<file path="src/rtl/qconv_khw_seq.sv">
// Inner kernel-loop sequencer: walks kh x kw x ic_low, issues one input/kernel
// address pair per step over valid/ready, drains the MAC pipe, pulses finish.
module qconv_khw_seq #(
    parameter int AW          = 12,
    parameter int CW          = 4,
    parameter int MAC_LATENCY = 4
) (
    input  logic          clk,
    input  logic          rst_n,
    input  logic          start,
    input  logic [CW-1:0] kh_num,
    input  logic [CW-1:0] kw_num,
    input  logic [CW-1:0] ic_num,
    input  logic [CW-1:0] tile_w,
    input  logic [AW-1:0] in_base,
    output logic          step_valid,
    input  logic          step_ready,
    output logic [AW-1:0] in_addr,
    output logic [AW-1:0] k_addr,
    output logic          step_first,
    output logic          step_last,
    output logic          busy,
    output logic          finish
);

    localparam int DW = (MAC_LATENCY > 1) ? $clog2(MAC_LATENCY) : 1;
    localparam logic [DW-1:0] DRAIN_END = DW'(MAC_LATENCY - 1);
    localparam logic [CW-1:0] ONE = CW'(1);

    typedef enum logic [1:0] {S_IDLE, S_ISSUE, S_DRAIN, S_DONE} state_t;

    state_t        state_q, state_d;
    logic [CW-1:0] kh_num_q, kh_num_d, kw_num_q, kw_num_d, ic_num_q, ic_num_d;
    logic [CW-1:0] kh_q, kh_d, kw_q, kw_d, ic_q, ic_d;
    logic [AW-1:0] row_stride_q, row_stride_d, row_base_q, row_base_d;
    logic [AW-1:0] in_addr_q, in_addr_d, k_addr_q, k_addr_d;
    logic [DW-1:0] drain_q, drain_d;
    logic          step_valid_q, step_valid_d, step_first_q, step_first_d;
    logic          step_last_q, step_last_d, busy_q, busy_d, finish_q, finish_d;
    logic [2*CW-1:0] stride_full;
    logic          accept;

    // Only multiply in the block: evaluated once per tile at start, not per step.
    assign stride_full = {{CW{1'b0}}, tile_w} * {{CW{1'b0}}, ic_num};
    assign accept      = step_valid_q && step_ready;

    always_comb begin
        state_d      = state_q;
        kh_num_d     = kh_num_q;
        kw_num_d     = kw_num_q;
        ic_num_d     = ic_num_q;
        kh_d         = kh_q;
        kw_d         = kw_q;
        ic_d         = ic_q;
        row_stride_d = row_stride_q;
        row_base_d   = row_base_q;
        in_addr_d    = in_addr_q;
        k_addr_d     = k_addr_q;
        drain_d      = drain_q;
        step_valid_d = step_valid_q;
        step_first_d = step_first_q;
        step_last_d  = step_last_q;
        finish_d     = 1'b0;

        case (state_q)
            S_IDLE: begin
                if (start) begin
                    kh_num_d     = kh_num;
                    kw_num_d     = kw_num;
                    ic_num_d     = ic_num;
                    row_stride_d = AW'(stride_full);
                    kh_d         = '0;
                    kw_d         = '0;
                    ic_d         = '0;
                    if (kh_num == '0 || kw_num == '0 || ic_num == '0) begin
                        state_d  = S_DONE;
                        finish_d = 1'b1;
                    end else begin
                        state_d      = S_ISSUE;
                        row_base_d   = in_base;
                        in_addr_d    = in_base;
                        k_addr_d     = '0;
                        step_valid_d = 1'b1;
                        step_first_d = 1'b1;
                        step_last_d  = (kh_num == ONE) && (kw_num == ONE) && (ic_num == ONE);
                    end
                end
            end
            S_ISSUE: begin
                if (accept && step_last_q) begin
                    state_d      = S_DRAIN;
                    drain_d      = '0;
                    step_valid_d = 1'b0;
                    step_first_d = 1'b0;
                    step_last_d  = 1'b0;
                end else if (accept) begin
                    k_addr_d     = k_addr_q + AW'(1);
                    step_first_d = 1'b0;
                    if (ic_q != ic_num_q - ONE) begin
                        ic_d      = ic_q + ONE;
                        in_addr_d = in_addr_q + AW'(1);
                    end else if (kw_q != kw_num_q - ONE) begin
                        ic_d      = '0;
                        kw_d      = kw_q + ONE;
                        in_addr_d = in_addr_q + AW'(1);
                    end else begin
                        // Row change: jump to the next input row instead of +1.
                        ic_d       = '0;
                        kw_d       = '0;
                        kh_d       = kh_q + ONE;
                        row_base_d = row_base_q + row_stride_q;
                        in_addr_d  = row_base_q + row_stride_q;
                    end
                    step_last_d = (kh_d == kh_num_q - ONE) && (kw_d == kw_num_q - ONE)
                                  && (ic_d == ic_num_q - ONE);
                end
            end
            S_DRAIN: begin
                if (drain_q == DRAIN_END) begin
                    state_d  = S_DONE;
                    finish_d = 1'b1;
                end else begin
                    drain_d = drain_q + DW'(1);
                end
            end
            default: state_d = S_IDLE;
        endcase

        busy_d = (state_d != S_IDLE);
    end

    always_ff @(posedge clk) begin
        if (!rst_n) begin
            state_q      <= S_IDLE;
            kh_num_q     <= '0;
            kw_num_q     <= '0;
            ic_num_q     <= '0;
            kh_q         <= '0;
            kw_q         <= '0;
            ic_q         <= '0;
            row_stride_q <= '0;
            row_base_q   <= '0;
            in_addr_q    <= '0;
            k_addr_q     <= '0;
            drain_q      <= '0;
            step_valid_q <= 1'b0;
            step_first_q <= 1'b0;
            step_last_q  <= 1'b0;
            busy_q       <= 1'b0;
            finish_q     <= 1'b0;
        end else begin
            state_q      <= state_d;
            kh_num_q     <= kh_num_d;
            kw_num_q     <= kw_num_d;
            ic_num_q     <= ic_num_d;
            kh_q         <= kh_d;
            kw_q         <= kw_d;
            ic_q         <= ic_d;
            row_stride_q <= row_stride_d;
            row_base_q   <= row_base_d;
            in_addr_q    <= in_addr_d;
            k_addr_q     <= k_addr_d;
            drain_q      <= drain_d;
            step_valid_q <= step_valid_d;
            step_first_q <= step_first_d;
            step_last_q  <= step_last_d;
            busy_q       <= busy_d;
            finish_q     <= finish_d;
        end
    end

    assign step_valid = step_valid_q;
    assign in_addr    = in_addr_q;
    assign k_addr     = k_addr_q;
    assign step_first = step_first_q;
    assign step_last  = step_last_q;
    assign busy       = busy_q;
    assign finish     = finish_q;

endmodule

</file>
<file path="config.mk">
export PLATFORM = sky130hd
export DESIGN_NAME = qconv_khw_seq
export DESIGN_NICKNAME = d
export VERILOG_FILES = /design/src/rtl/qconv_khw_seq.sv
export SDC_FILE = /design/constraint.sdc
export NUM_CORES = 1
export LEC_CHECK = 0
export CAP_MARGIN = 10
export CORE_MARGIN = 1.5
export CORE_UTILIZATION = 25
export DETAILED_ROUTE_END_ITERATION = 10
export RECOVER_POWER = 25
export SLEW_MARGIN = 20
export SYNTH_ARGS = -nofsm -noshare
export SYNTH_HDL_FRONTEND = slang
export SYNTH_SLANG_ARGS = --single-unit
</file>
<file path="constraint.sdc">
create_clock -name clk -period 9.5 [get_ports clk]
set_input_delay 1.9 -clock clk [delete_from_list [all_inputs] [get_ports clk]]
set_output_delay 1.9 -clock clk [all_outputs]
set_load 0.05 [all_outputs]
</file>
==> flow_summary.yaml <==
power_and_ir_drop:
  p_per_area_nw_per_um2: 150
  p_leak_nw: 2.30
  vdd_ir_drop_max_v: 0.0000590
  total_power_mw: 0.903
worst_setup_path:
  crit_fanout: 25
  end_kind: "register"
  rr_startpoint: "state_q[0]"
  cpMaxStageDelayCell: "a21oi_2"
  r2r_end: "row_base_q[9]"
  cp_cell_sequence: "clkdlybuf4s50_1 -> or3b_1 -> o21ai_1 -> nand2b_1 -> a21oi_2 -> nor2_1 -> a211oi_1"
  cp_data_arrival_time_ns: 5.10
  worstRegToRegCells: 6
  r2r_slack_ns: 6.17
  cp-start-kind: "input pin"
  cp.required_ns: 9.75
  critPathKind: "input pin to register"
  cpPeakStageDelay_ns: 0.74
die:
  fp.dieW_um: 143
  ioPinCount: 61
  die-height_um: 143
  dieArea_um2: 20300
  coreArea_um2: 18900
  start_util_pct: 25.8
  rows: 50
logic_synthesis:
  synth_cell_types: 65
  yosys_warnings: 0
  synthCells: 620
  synth_flop_cell: "dfxtp_1"
  synthArstFlopShare_pct: 0
  syn_area_um2: 4870
  synth.avg_cell_area_um2: 7.86
  synth-edff-count: 0
  seq_area_frac_synth_pct: 31.6
  synth_nets: 686
  synth.ff_latch_count: 77
timing:
  grt_setup_unrepaired: "no"
  slew_headroom_pct: -11.4
  hold_viol: 0
  setup_violations: 0
  worst_slew_pin_slew_ns: 1.67
  fin_crit_ns: 4.85
  maxSlewViolCount: 37
  clock_skew_ns: 0.00722
  clock.fmax_mhz: 206
  fin_setup_tns_ns: 0
  period_share_pct: 51.0
  layout_setup_ws_ns: 4.65
layout:
  final_cell_area_um2: 6020
  nFillCells: 2051
  utilization_pct: 31.9
  drive_above_1_share_pct: 5.79
  nets: 735
  antennaDiodeCount: 0
  area_delta_synth_final_pct: 23.5
clocking:
  hold_buffers: 0
  clock-root-buffer: "clkbuf_16"
  cts_resized: 0
  cts_tree: "done"
  cts_buffers: 9
  clk_path_buf_depth: 2
  cts.sinks: 77
  h-tree-depth: 3
  cts_setup_buffers: 0
  clk_pin_slew_ns: 0.06
  clk_latency_ns: 0.34
drt:
  vias: 4480
  postRouteAntennaNets: 0
  drcViolationCount: 0
  viasPerCell: 4.80
  dr.pass1.iters: 5
  drt_iter0_markers: 345
  routed_wl_um: 13000
  wl_per_cell_um: 13.9
place:
  numPortBuffers: 60
  dpl_cell_area_um2: 5730
  dp_hpwl_um: 9760
  place_congestion: 0.862
  post-place-ws_ns: 4.39
global_route:
  grtUsageTotal_pct: 13.1
  antenna_found_initial: 0
  grt_pass1_vias: 4014
  gr-total-overflow: 0
  grt_max_degree: 37
  grt_pass1_wl_um: 20900
outcome:
  violations: "max-capacitance violations, max-slew violations"
  status: "complete, but fails checks"
worst_hold_path:
  min_path_cells: 2
  hold_start: "row_stride_q[5]"
  min_path_type: "register to register"
  holdPathEnd: "row_stride_q[5]"
flow_run:
  cap_violations: 1
==> placed cells by master, fill, tap and decap left out, types with 4 or more instances in the layout <==
cell type	n
o22ai_1	5
buf_4	5
inv_1	24
nand3_1	20
nand4_1	11
o21ai_1	4
a21oi_1	59
o21ai_0	24
and3_1	10
fa_1	5
nor2b_1	5
nor3_1	14
a211oi_1	15
a311oi_1	6
nand2b_1	7
xnor2_1	25
ha_1	29
dfxtp_1	77
clkbuf_16	9
nand2_1	72
or2_2	6
clkdlybuf4s50_1	40
a31oi_1	12
clkbuf_1	4
dlygate4sd3_1	20
and2_1	11
nor2_1	73
nor4_1	4
xor2_1	20
==> metrics by stage <==
stage	cells	hold WS [ns]
finish	933	0.467
global route	933	0.501
CTS	933	0.468
detailed placement	918	0.460
global placement	918	0.456
floorplan	620	0.436
==> worst max path at each step <==
stage               slack, ns              end  cells after the start      start
global placement         4.45    row_base_q[9]                      7      start
finish                   4.65    row_base_q[9]                      7      start
detailed placement       4.39   row_base_q[10]                      7      start
floorplan                5.18  row_stride_q[7]                     12  tile_w[0]
global route             4.43    row_base_q[9]                      7      start
CTS                      4.74    row_base_q[9]                      7      start
==> synthesized netlist by cell type, types with 3 or more instances <==
cell type / instances / area (um2)
a211oi_1: 15 / 113
a21o_1: 3 / 22.5
a21oi_1: 59 / 295
a22oi_1: 3 / 22.5
a311oi_1: 6 / 52.6
a31oi_1: 12 / 75.1
and2_1: 11 / 68.8
and3_1: 10 / 62.6
clkbuf_1: 23 / 86.3
dfxtp_1: 77 / 1540
fa_1: 5 / 100
ha_1: 29 / 363
inv_1: 24 / 90.1
nand2_1: 72 / 270
nand2b_1: 7 / 43.8
nand3_1: 20 / 100
nand4_1: 11 / 68.8
nor2_1: 73 / 274
nor2_2: 3 / 18.8
nor2b_1: 5 / 31.3
nor3_1: 15 / 75.1
nor4_1: 4 / 25.0
o211ai_1: 3 / 22.5
o21ai_0: 24 / 120
o21ai_1: 4 / 20.0
o22ai_1: 5 / 31.3
o31ai_1: 3 / 22.5
or2_2: 6 / 37.5
xnor2_1: 25 / 219
xor2_1: 20 / 175
==> cell families after synthesis <==
kind of cell,count (synthesis),share of synthesized area [%]
flip-flops,77,31.6
adder cells (fa/ha/maj),34,9.50
buffers and inverters,52,4.36
XOR/XNOR,47,9.06
AND/OR/NAND/NOR,250,24.6
multiplexers,2,0.411
AO/OA/AOI/OAI,158,20.5
==> cell type report <==
class | instances | area (um2) | area share (%)
flip-flops and latches | 77 | 1540 | 25.6
multi-input cells | 491 | 3130 | 51.9
inverters | 24 | 90.1 | 1.50
clock inverters | 1 | 30.0 | 0.499
repair buffers | 66 | 642 | 10.7
well taps | 260 | 325 | 5.41
clock buffers | 14 | 264 | 4.39
==> per-layer routing <==
metal	GRT usage (%)	up-vias	share of wire (%)
met3	2.41	15	3.6
met4	5.43	0	1.8
met5	0	-	0
li1	-	2299	-
met2	19.8	102	44
met1	18.3	2064	50
==> critical path, delay by kind of cell <==
kind                   cells  cell delay, ns
buffers and inverters      1            0.50
and+or+nand+nor            3            1.38
AOI/OAI and AO/OA          3            1.32
==> sequential cells by signal (all words and copies together), names as in the netlist, 4 cells and up <==
name	flops
kw_num_q	4
ic_num_q	4
in_addr	12
ic_q	4
kw_q	4
row_stride_q	8
row_base_q	12
kh_q	4
k_addr	12
kh_num_q	4
==> where the power goes <==
group | internal, mW | switching, mW
registers | 0.341 | 0.0183
logic | 0.0770 | 0.117
clock network | 0.217 | 0.133
total | 0.635 | 0.268
No activity file was read; power rests on OpenSTA's default activity.
